`src/rtl/lc3_pkg.sv`:
```
// Shared LC-3 constants: opcodes, sequencer state encoding and opcode classification.
package lc3_pkg;

    localparam logic [3:0] OP_BR   = 4'b0000;
    localparam logic [3:0] OP_ADD  = 4'b0001;
    localparam logic [3:0] OP_LD   = 4'b0010;
    localparam logic [3:0] OP_ST   = 4'b0011;
    localparam logic [3:0] OP_JSR  = 4'b0100;
    localparam logic [3:0] OP_AND  = 4'b0101;
    localparam logic [3:0] OP_LDR  = 4'b0110;
    localparam logic [3:0] OP_STR  = 4'b0111;
    localparam logic [3:0] OP_RTI  = 4'b1000;
    localparam logic [3:0] OP_NOT  = 4'b1001;
    localparam logic [3:0] OP_LDI  = 4'b1010;
    localparam logic [3:0] OP_STI  = 4'b1011;
    localparam logic [3:0] OP_JMP  = 4'b1100;
    localparam logic [3:0] OP_RES  = 4'b1101;
    localparam logic [3:0] OP_LEA  = 4'b1110;
    localparam logic [3:0] OP_TRAP = 4'b1111;

    typedef enum logic [3:0] {
        S_IDLE   = 4'd0,
        S_FETCH  = 4'd1,
        S_FWAIT  = 4'd2,
        S_DECODE = 4'd3,
        S_EXEC   = 4'd4,
        S_MEM    = 4'd5,
        S_MWAIT  = 4'd6,
        S_WB     = 4'd7,
        S_HALT   = 4'd8
    } state_e;

    typedef enum logic [2:0] {
        CLS_ALU,
        CLS_LD,
        CLS_ST,
        CLS_CTRL,
        CLS_TRAP,
        CLS_ILLEGAL
    } op_class_e;

    // JSR counts as ALU-class: it only needs the R7 write-back.
    function automatic op_class_e classify(input logic [3:0] op);
        classify = CLS_ILLEGAL;
        case (op)
            OP_ADD, OP_AND, OP_NOT, OP_LEA, OP_JSR: classify = CLS_ALU;
            OP_LD, OP_LDR:                          classify = CLS_LD;
            OP_ST, OP_STR:                          classify = CLS_ST;
            OP_BR, OP_JMP:                          classify = CLS_CTRL;
            OP_TRAP:                                classify = CLS_TRAP;
            OP_RTI, OP_RES, OP_LDI, OP_STI:         classify = CLS_ILLEGAL;
            default:                                classify = CLS_ILLEGAL;
        endcase
    endfunction

endpackage

```
`src/rtl/lc3_wait_ctr.sv`:
```
// Loadable down-counter with zero flag; times the FWAIT and MWAIT memory waits.
module lc3_wait_ctr #(
    parameter int unsigned W = 2
) (
    input  logic         clk,
    input  logic         rst,
    input  logic         load_i,
    input  logic [W-1:0] load_val_i,
    output logic         zero_o
);

    logic [W-1:0] cnt_q;

    always_ff @(posedge clk) begin
        if (rst) begin
            cnt_q <= '0;
        end else if (load_i) begin
            cnt_q <= load_val_i;
        end else if (cnt_q != '0) begin
            cnt_q <= cnt_q - W'(1);
        end
    end

    assign zero_o = (cnt_q == '0);

endmodule

```
`src/rtl/lc3_cycle_ctrl.sv`:
```
// LC-3 instruction-cycle sequencer: fetch/decode/execute/memory/write-back phases,
// one instruction in flight, with enables registered alongside the state.
import lc3_pkg::*;

module lc3_cycle_ctrl #(
    parameter int unsigned MEM_LATENCY = 1,
    parameter int unsigned OP_W        = 4
) (
    input  logic            clk,
    input  logic            rst,
    input  logic            run,
    input  logic [15:0]     instr_in,
    output logic [15:0]     ir,
    output logic [OP_W-1:0] opcode_out,
    output logic            imem_en,
    output logic            fetch_start,
    output logic            alu_en,
    output logic            dmem_en,
    output logic            dmem_we,
    output logic            reg_we,
    output logic            nzp_we,
    output logic            halted,
    output logic            illegal,
    output logic [3:0]      state_out
);

    localparam logic [1:0] WAIT_LOAD = 2'(MEM_LATENCY - 1);

    state_e      state_q, state_d;
    logic [15:0] ir_q, ir_d;
    op_class_e   cls;
    state_e      end_state;
    logic        ctr_load, ctr_zero;
    logic        imem_en_q, fetch_start_q, alu_en_q, dmem_en_q, dmem_we_q;
    logic        reg_we_q, nzp_we_q, halted_q, illegal_q;

    assign cls       = classify(ir_q[15:12]);
    assign end_state = run ? S_FETCH : S_IDLE;
    // MEM also reloads for stores; harmless since stores never enter MWAIT.
    assign ctr_load  = (state_q == S_FETCH) || (state_q == S_MEM);

    lc3_wait_ctr #(.W(2)) u_wait_ctr (
        .clk        (clk),
        .rst        (rst),
        .load_i     (ctr_load),
        .load_val_i (WAIT_LOAD),
        .zero_o     (ctr_zero)
    );

    always_comb begin
        state_d = state_q;
        ir_d    = ir_q;
        case (state_q)
            S_IDLE:   if (run) state_d = S_FETCH;
            S_FETCH:  state_d = S_FWAIT;
            S_FWAIT:  if (ctr_zero) begin
                          ir_d    = instr_in;
                          state_d = S_DECODE;
                      end
            S_DECODE: state_d = (cls == CLS_TRAP || cls == CLS_ILLEGAL) ? S_HALT : S_EXEC;
            S_EXEC:   case (cls)
                          CLS_ALU:        state_d = S_WB;
                          CLS_LD, CLS_ST: state_d = S_MEM;
                          default:        state_d = end_state;
                      endcase
            S_MEM:    state_d = (cls == CLS_LD) ? S_MWAIT : end_state;
            S_MWAIT:  if (ctr_zero) state_d = S_WB;
            S_WB:     state_d = end_state;
            default:  state_d = S_HALT;
        endcase
    end

    // Enables are decoded from the next state so they appear in the same cycle as it.
    always_ff @(posedge clk) begin
        if (rst) begin
            state_q       <= S_IDLE;
            ir_q          <= '0;
            imem_en_q     <= 1'b0;
            fetch_start_q <= 1'b0;
            alu_en_q      <= 1'b0;
            dmem_en_q     <= 1'b0;
            dmem_we_q     <= 1'b0;
            reg_we_q      <= 1'b0;
            nzp_we_q      <= 1'b0;
            halted_q      <= 1'b0;
            illegal_q     <= 1'b0;
        end else begin
            state_q       <= state_d;
            ir_q          <= ir_d;
            imem_en_q     <= (state_d == S_FETCH);
            fetch_start_q <= (state_d == S_DECODE);
            alu_en_q      <= (state_d == S_EXEC);
            dmem_en_q     <= (state_d == S_MEM);
            dmem_we_q     <= (state_d == S_MEM) && (cls == CLS_ST);
            reg_we_q      <= (state_d == S_WB);
            nzp_we_q      <= (state_d == S_WB) && (ir_q[15:12] != OP_JSR);
            halted_q      <= (state_d == S_HALT);
            if (state_q == S_DECODE && cls == CLS_ILLEGAL) begin
                illegal_q <= 1'b1;
            end
        end
    end

    assign ir          = ir_q;
    assign opcode_out  = ir_q[15 -: OP_W];
    assign imem_en     = imem_en_q;
    assign fetch_start = fetch_start_q;
    assign alu_en      = alu_en_q;
    assign dmem_en     = dmem_en_q;
    assign dmem_we     = dmem_we_q;
    assign reg_we      = reg_we_q;
    assign nzp_we      = nzp_we_q;
    assign halted      = halted_q;
    assign illegal     = illegal_q;
    assign state_out   = state_q;

endmodule

```
`config.mk`:
```
export PLATFORM = sky130hd
export DESIGN_NAME = lc3_cycle_ctrl
export DESIGN_NICKNAME = d
export VERILOG_FILES = /design/src/rtl/lc3_pkg.sv /design/src/rtl/lc3_wait_ctr.sv /design/src/rtl/lc3_cycle_ctrl.sv
export SDC_FILE = /design/constraint.sdc
export NUM_CORES = 1
export LEC_CHECK = 0
export BUFFER_PORTS_ARGS = -buffer_cell sky130_fd_sc_hd__buf_4
export CAP_MARGIN = 40
export CORE_MARGIN = 4
export CORE_UTILIZATION = 51
export CTS_BUF_LIST = sky130_fd_sc_hd__clkbuf_2
export DETAILED_ROUTE_END_ITERATION = 6
export HOLD_SLACK_MARGIN = 0.1
export PLACE_DENSITY = 0.92
export SYNTH_ARGS = -nofsm -noshare
export SYNTH_HDL_FRONTEND = slang
export SYNTH_SLANG_ARGS = --single-unit
export TNS_END_PERCENT = 50
```
`constraint.sdc`:
```
create_clock -name clk -period 2.4 [get_ports clk]
set_input_delay 0.12 -clock clk [delete_from_list [all_inputs] [get_ports clk]]
set_output_delay 0.12 -clock clk [all_outputs]
set_load 0.05 [all_outputs]
```
==> impl_metrics.py, run 1 <==
metrics = {
    "worst_setup_path": {
        "r2r_setup_slack_ps": 90,
        "cp_slowest_cell": "dlygate4sd3_1",
        "crit_chain": "inv_1 > ha_1 > and4bb_2 > nand2b_1 > buf_6 > nand2_1 > a21oi_1 > dlygate4sd3_1",
        "worst-endpoint-required_ps": 2760,
        "crit_path_end_kind": "register",
        "worstReg2RegEnd": "ir[7]",
        "timing.rr.start": "u_wait_ctr.cnt_q[0]",
        "critPathLaunchType": "register",
        "worstPathArrival_ps": 2670,
        "cp_max_fo": 16,
        "startpoint": "u_wait_ctr.cnt_q[0]",
        "cpPeakStageDelay_ps": 600,
        "crit_path_end": "ir[7]",
        "criticalPathCategory": "reg2reg",
        "rr_worst_depth": 8,
    },
    "yosys": {
        "synthFlopType": "dfxtp_1",
        "synthArstFlopShare_pct": 0,
        "seq_area_frac_synth_pct": 45.11,
        "ys_types": 38,
        "yosys-top-cells-area": "dfxtp_1 45%, nand2_1 8.7%, a21oi_1 7.3%, nor2_1 5.0%, ha_1 4.1%",
        "synthCells": 184,
        "synth.cell_area_um2": 1509,
        "synth_edf_count": 0,
        "synth_largest_area_cell": "dfxtp_1",
        "synth_area_per_cell_um2": 8.201,
        "synth_nets": 208,
        "ys_warn_count": 0,
        "synthDominantCellAreaShare_pct": 45.11,
        "ys_seq_elements": 34,
    },
    "global_route": {
        "grt_usage_pct": 25.29,
        "grt_max_degree": 25,
        "antenna_found_initial": 0,
        "grt_pass1_wl_mm": 7.831,
        "grt_overflow": 0,
        "first_global_vias": 1610,
    },
    "drt": {
        "wire_per_inst_um": 16.61,
        "ant_nets": 0,
        "drtIter0Drc": 96,
        "route.vias.total": 1606,
        "drt_wl_total_mm": 4.901,
        "dr.pass1.iters": 4,
        "viasPerCell": 5.444,
        "drc": 0,
    },
    "die": {
        "die-area_um2": 3893,
        "dieHeight_um": 62.40,
        "start_util_pct": 54.25,
        "rows": 19,
        "fp.coreArea_um2": 2781,
        "ios": 52,
        "fp.dieW_um": 62.40,
    },
    "sta": {
        "fin_crit_ps": 2306,
        "setup_viol": 0,
        "period_share_pct": 96.09,
        "slew_viol_final": 0,
        "worst_pin_slew_ps": 480.6,
        "fmax_ghz": 0.4336,
        "hold_viol": 0,
        "setup_slack_ps": 93.77,
        "slew_headroom_pct": 67.69,
        "clock_skew_ps": 28.75,
    },
    "placement": {
        "dp_hpwl_mm": 2.760,
        "place_ws_ps": 243.4,
        "gp_congestion": 0.8878,
        "port-buffer-count": 51,
        "dpl.cell_count": 259,
    },
    "finish": {
        "layout-drive-gt1-share_pct": 26.89,
        "fillerInstances": 154,
        "fin_nets": 287,
        "final_cell_count_no_fill": 295,
        "area_delta_synth_final_pct": 47.51,
        "diodes": 0,
    },
    "min_path": {
        "hold_class": "in2reg",
    },
    "clock_network": {
        "post_cts_buffers": 0,
        "cts_root_buffer": "clkbuf_2",
        "cts_buffers": 5,
        "clkTransAtPathRegs_ps": 210,
        "cts.sinks": 34,
        "ctsLongestPathBuffers": 2,
        "cts_max_level": 2,
        "cts_tree": "yes",
        "clock_latency_ps": 400,
    },
    "power_and_ir_drop": {
        "vdd_drop_max_mv": 0.5638,
        "power_leakage_nw": 1.024,
        "p_per_area_nw_per_um2": 607.8,
        "power_mw": 1.353,
    },
    "flow_run": {
        "maxCapViolCount": 0,
    },
    "run_status": {
        "run_status": "completed",
    },
}
[layout make-up]
class,instances,area (um2),share of cell area [%]
clock buffer,5,25.02,1.124
sequential,34,680.7,30.58
timing repair buffer,84,704.4,31.65
tap,31,38.79,1.743
clock inverter,3,16.27,0.7307
inverter,13,48.80,2.192
multi-input combinational,125,711.9,31.98
[through the flow]
step	setup TNS [ps]	hold WS (ps)	util, %	cell area [um2]
6_report	0	187.7	80.03	2226
5_1_grt	-1.286	208.8	80.03	2226
4_1_cts	0	172.7	79.67	2216
3_5_place_dp	0	375.8	68.11	1894
3_3_place_gp	0	367.0	68.11	1894
2_1_floorplan	0	224.1	-	1509
[worst min path at each step]
stage,depth (start not counted),to,from
final,4,ir[12],instr_in[12]
after detailed placement,3,ir[3],instr_in[3]
after global placement,3,ir[3],instr_in[3]
after floorplan,1,ir[15],rst
after CTS,4,ir[12],instr_in[12]
after global routing,5,cls[0],instr_in[14]
[critical path: cells and delay by family (launching register included)]
kind                       cells  cell delay [ps]
buffers and inverters          3              850
and+or+nand+nor                3              530
DFF                            1              400
adders and majority gates      1              270
AOI/OAI and AO/OA              1              260
[synthesized netlist by cell type, types with 2 or more instances]
master and number:
nand2_1 35, dfxtp_1 34, a21oi_1 22, nor2_1 20, inv_1 13, buf_4 5
ha_1 5, clkbuf_1 4, nor2b_1 4, nor3_1 4, nand2b_1 3, nand3_1 3
o21ai_0 3, a41oi_1 2, buf_2 2, mux2i_1 2, o21a_1 2
[kinds of logic after synthesis]
kind of cell	share of synthesized area, %
xor+xnor	0.5805
mux	2.073
fa+ha+maj	4.146
compound gates	15.51
flops	45.11
simple gates	24.46
buf+inv	8.126
[layer usage]
layer	vias up	part of all wire [%]	GRT usage, %
li1	773	-	-
met1	732	37	27.69
met2	81	54	45.73
met3	20	6.0	4.856
met4	0	3.8	12.73
met5	-	0	0
[flip-flops by register name (all words and copies together) (netlist names)]
| name | cells |
|---|---|
| alu_en | 1 |
| halted | 1 |
| ir | 16 |
| reg_we | 1 |
| u_wait_ctr.cnt_q | 2 |
| cls | 3 |
| nzp_we | 1 |
| dmem_we | 1 |
| state_out | 4 |
| fetch_start | 1 |
| dmem_en | 1 |
| illegal | 1 |
| imem_en | 1 |
[placed cells by master (no fill, tap or decap), types with 2 or more instances in the layout]
cell	count
clkbuf_2	5
nor2_1	19
inv_1	13
a41oi_1	2
nor2b_1	4
ha_1	5
nand3_1	3
o21ai_0	3
a21oi_1	21
nand2_1	35
nor3_1	4
dlygate4sd3_1	28
o21a_1	2
buf_4	55
dfxtp_1	34
mux2i_1	2
nand2b_1	3
[power by group]
| group | internal [mW] | switching [mW] |
|---|---|---|
| Combinational | 0.168 | 0.267 |
| Clock | 0.0665 | 0.211 |
| Sequential | 0.602 | 0.0386 |
| Total | 0.836 | 0.517 |
[repair_timing]
action,4_1_cts,5_1_grt
endpoints found under the hold margin,18,0
setup endpoints to repair,0,3
hold buffers,28,0
resized for setup,0,3
Power figures use the tool's default switching activity.
==> run 2, diff against run 1 <==
--- a/config.mk
+++ b/config.mk
@@ -5,14 +5,15 @@
 export SDC_FILE = /design/constraint.sdc
 export NUM_CORES = 1
 export LEC_CHECK = 0
+export ABC_AREA = 1
 export BUFFER_PORTS_ARGS = -buffer_cell sky130_fd_sc_hd__buf_4
 export CAP_MARGIN = 40
 export CORE_MARGIN = 4
-export CORE_UTILIZATION = 51
+export CORE_UTILIZATION = 52
 export CTS_BUF_LIST = sky130_fd_sc_hd__clkbuf_2
 export DETAILED_ROUTE_END_ITERATION = 6
 export HOLD_SLACK_MARGIN = 0.1
-export PLACE_DENSITY = 0.92
+export PLACE_DENSITY = 0.93
 export SYNTH_ARGS = -nofsm -noshare
 export SYNTH_HDL_FRONTEND = slang
 export SYNTH_SLANG_ARGS = --single-unit
==> impl_metrics.py, run 2 <==
metrics = {
    "die": {
        "ios": 52,
        "rows": 19,
        "fp.coreArea_um2": 2853,
        "start_util_pct": 56.27,
        "dieHeight_um": 63.56,
        "fp.dieW_um": 63.56,
        "die-area_um2": 4040,
    },
    "placement": {
        "postPlaceCellArea_um2": 1979,
        "dp_hpwl_mm": 3.072,
        "dpl.cell_count": 297,
        "gp_congestion": 0.8556,
        "port-buffer-count": 51,
    },
    "yosys": {
        "yosys-top-cells-count": "52 x nor2_1, 42 x nand2_1, 34 x dfxtp_1",
        "ys_warn_count": 0,
        "synthArstFlopShare_pct": 0,
        "synth_largest_area_cell": "dfxtp_1",
        "ys_seq_elements": 34,
        "synthDominantCellAreaShare_pct": 42.40,
        "synth_edf_count": 0,
        "synthCells": 223,
        "yosys-top-cells-area": "dfxtp_1 42%, nor2_1 12%, nand2_1 9.8%, inv_1 5.6%, o21ai_0 5.3%",
        "synth.cell_area_um2": 1605,
        "synth_nets": 247,
        "synth_area_per_cell_um2": 7.199,
        "ys_types": 25,
        "yosysMostFrequentCell": "nor2_1",
        "synthFlopType": "dfxtp_1",
        "seq_area_frac_synth_pct": 42.40,
    },
    "drt": {
        "dr.pass1.iters": 5,
        "drtIter0Drc": 81,
        "ant_nets": 0,
        "route.vias.total": 1657,
        "viasPerCell": 5.178,
        "wire_per_inst_um": 13.60,
        "drc": 0,
        "drt_wl_total_mm": 4.352,
    },
    "power_and_ir_drop": {
        "p_switching_mw": 1.010,
        "clkPwrFrac_pct": 16.7,
        "p_per_area_nw_per_um2": 985.1,
        "p_int_mw": 1.155,
        "vdd_drop_max_mv": 0.8084,
        "seqPwrFrac_pct": 34.6,
        "power_leakage_nw": 1.112,
        "comb_power_share_pct": 48.7,
        "switching_share_pct": 46.65,
    },
    "global_route": {
        "first_global_vias": 1597,
        "grt_use_met3_pct": 6.572,
        "grt_usage_pct": 21.90,
        "grt_max_degree": 21,
        "use_met2_pct": 42.24,
        "gr-usage-met1_pct": 23.03,
        "top_usage_layer": "met2",
        "antenna_found_initial": 0,
        "grt_overflow": 0,
        "grt_pass1_wl_mm": 7.044,
    },
    "finish": {
        "largest_reg_flops": 16,
        "final_common_cell": "buf_4",
        "fin_nets": 313,
        "diodes": 0,
        "final_cell_mix": "53 x buf_4, 52 x nor2_1, 42 x nand2_1",
        "final_cell_count_no_fill": 320,
        "post-route-cell-area_um2": 2198,
        "final_util_pct": 77.06,
        "layout-drive-gt1-share_pct": 25.95,
        "area_delta_synth_final_pct": 36.94,
    },
    "clock_network": {
        "ctsResizeCount": 0,
        "cts_max_level": 2,
        "cts.sinks": 34,
        "cts_tree": "yes",
        "ctsLongestPathBuffers": 2,
        "clkTransAtPathRegs_ps": 170,
        "cts_root_buffer": "clkbuf_2",
        "clock_latency_ps": 380,
        "cts_buffers": 5,
        "post_cts_buffers": 0,
    },
    "run_status": {
        "run_status": "completed",
    },
    "worst_setup_path": {
        "timing.rr.start": "u_wait_ctr.cnt_q[1]",
        "cp_max_fo": 15,
        "crit_chain": "inv_1 > ha_1 > nand3_2 > clkinv_8 > nor2_2 > nor2_2 > inv_1 > ha_1 > nand3b_1 > nand3_1 > nand2_1",
        "rr_worst_depth": 11,
        "crit_family": "simple AND/OR/NAND/NOR gates",
        "r2r_setup_slack_ps": 230,
        "cp_slowest_cell": "dfxtp_1",
        "worst-endpoint-required_ps": 2700,
        "cpPeakStageDelay_ps": 350,
        "crit_path_end_kind": "register",
        "criticalPathCategory": "reg2reg",
        "worstReg2RegEnd": "cls[0]",
        "worstPathArrival_ps": 2470,
        "path_buf_inv": 3,
        "critPathLaunchType": "register",
    },
    "sta": {
        "setup-tns-final_ps": 0,
        "clock_skew_ps": 8.868,
        "fin_crit_ps": 2171,
        "setup_viol": 0,
        "fmax_ghz": 0.4606,
        "period_share_pct": 90.46,
        "slew_viol_final": 0,
        "hold_viol": 0,
        "grt_setup_unrepaired": "no",
        "slew_headroom_pct": 78.23,
        "holdWs_ps": 173.3,
        "worst_pin_slew_ps": 326.2,
    },
    "min_path": {
        "whs_path_depth": 5,
        "min-delay-start": "instr_in[15]",
        "min_to": "ir[15]",
        "hold_class": "in2reg",
    },
    "flow_run": {
        "maxCapViolCount": 0,
    },
}
run 2: cell types whose count changed after synthesis, moves of 7 or more:
cell     delta
nor2_1     +32
nand3_1     +8
a21oi_1    -20
inv_1      +11
nand2_1     +7
o21ai_0    +14
run 2: through the flow:
step / total power [mW] / setup slack, ps
after floorplan: 1.522 / 302.1
after global placement: 1.750 / 418.4
after detailed placement: 1.783 / 252.0
after CTS: 2.159 / 232.5
after global routing: 2.283 / 79.95
final: 2.166 / 229.1
run 2: kinds of logic (layout without fill, tap and decap cells):
group	Yosys count	count (layout)	synth area share (%)
adder cells (fa/ha/maj)	5	5	3.897
buffers and inverters	35	101	10.52
AO/OA/AOI/OAI	22	22	7.093
AND/OR/NAND/NOR	126	126	35.54
XOR/XNOR	1	1	0.5457
flip-flops	34	34	42.40
run 2: worst max path at each step:
| stage | cells after the start | slack, ps | end | start |
|---|---|---|---|---|
| 2_1_floorplan | 12 | 300 | cls[0] | state_out[1] |
| 4_1_cts | 11 | 230 | cls[0] | u_wait_ctr.cnt_q[1] |
| 3_5_place_dp | 11 | 250 | cls[0] | u_wait_ctr.cnt_q[0] |
| 3_3_place_gp | 11 | 420 | cls[0] | u_wait_ctr.cnt_q[0] |
| 6_report | 11 | 230 | cls[0] | u_wait_ctr.cnt_q[1] |
| 5_1_grt | 13 | 80 | cls[0] | u_wait_ctr.cnt_q[0] |
run 2: metal layers:
| layer | up-vias | part of all wire (%) |
|---|---|---|
| met1 | 748 | 36 |
| met3 | 10 | 8.1 |
| met5 | - | 0 |
| met2 | 81 | 55 |
| li1 | 818 | - |
| met4 | 0 | 1.2 |
run 2: worst reg2reg max path, stage by stage, from the launching register on:
cell      delay, ps
dfxtp_1         350
inv_1            60
ha_1            280
nand3_2         330
clkinv_8        190
nor2_2           60
nor2_2          220
inv_1           100
ha_1            210
nand3b_1        150
nand3_1          80
nand2_1          50
run 2: power groups by stage:
stage	clock network (mW)	logic [mW]	registers (mW)
after floorplan	0	0.486	1.04
final	0.361	1.05	0.750
after global placement	0	0.998	0.752
after global routing	0.385	1.13	0.767
after CTS	0.364	1.05	0.747
after detailed placement	0	1.02	0.760
run 2: timing repair:
action | CTS | global route
endpoints found under the setup margin | 0 | 0
hold buffers | 15 | 1
hold endpoints to repair | 21 | 1
run 2: area by class of cell:
| type | instances | area [um2] |
|---|---|---|
| Clock buffer | 5 | 25.02 |
| Clock inverter | 2 | 33.78 |
| Fill cell | 197 | 654.4 |
| Inverter | 25 | 106.4 |
| Multi-Input combinational cell | 154 | 755.7 |
| Sequential cell | 34 | 680.7 |
| Tap cell | 31 | 38.79 |
| Timing Repair Buffer | 69 | 558.0 |
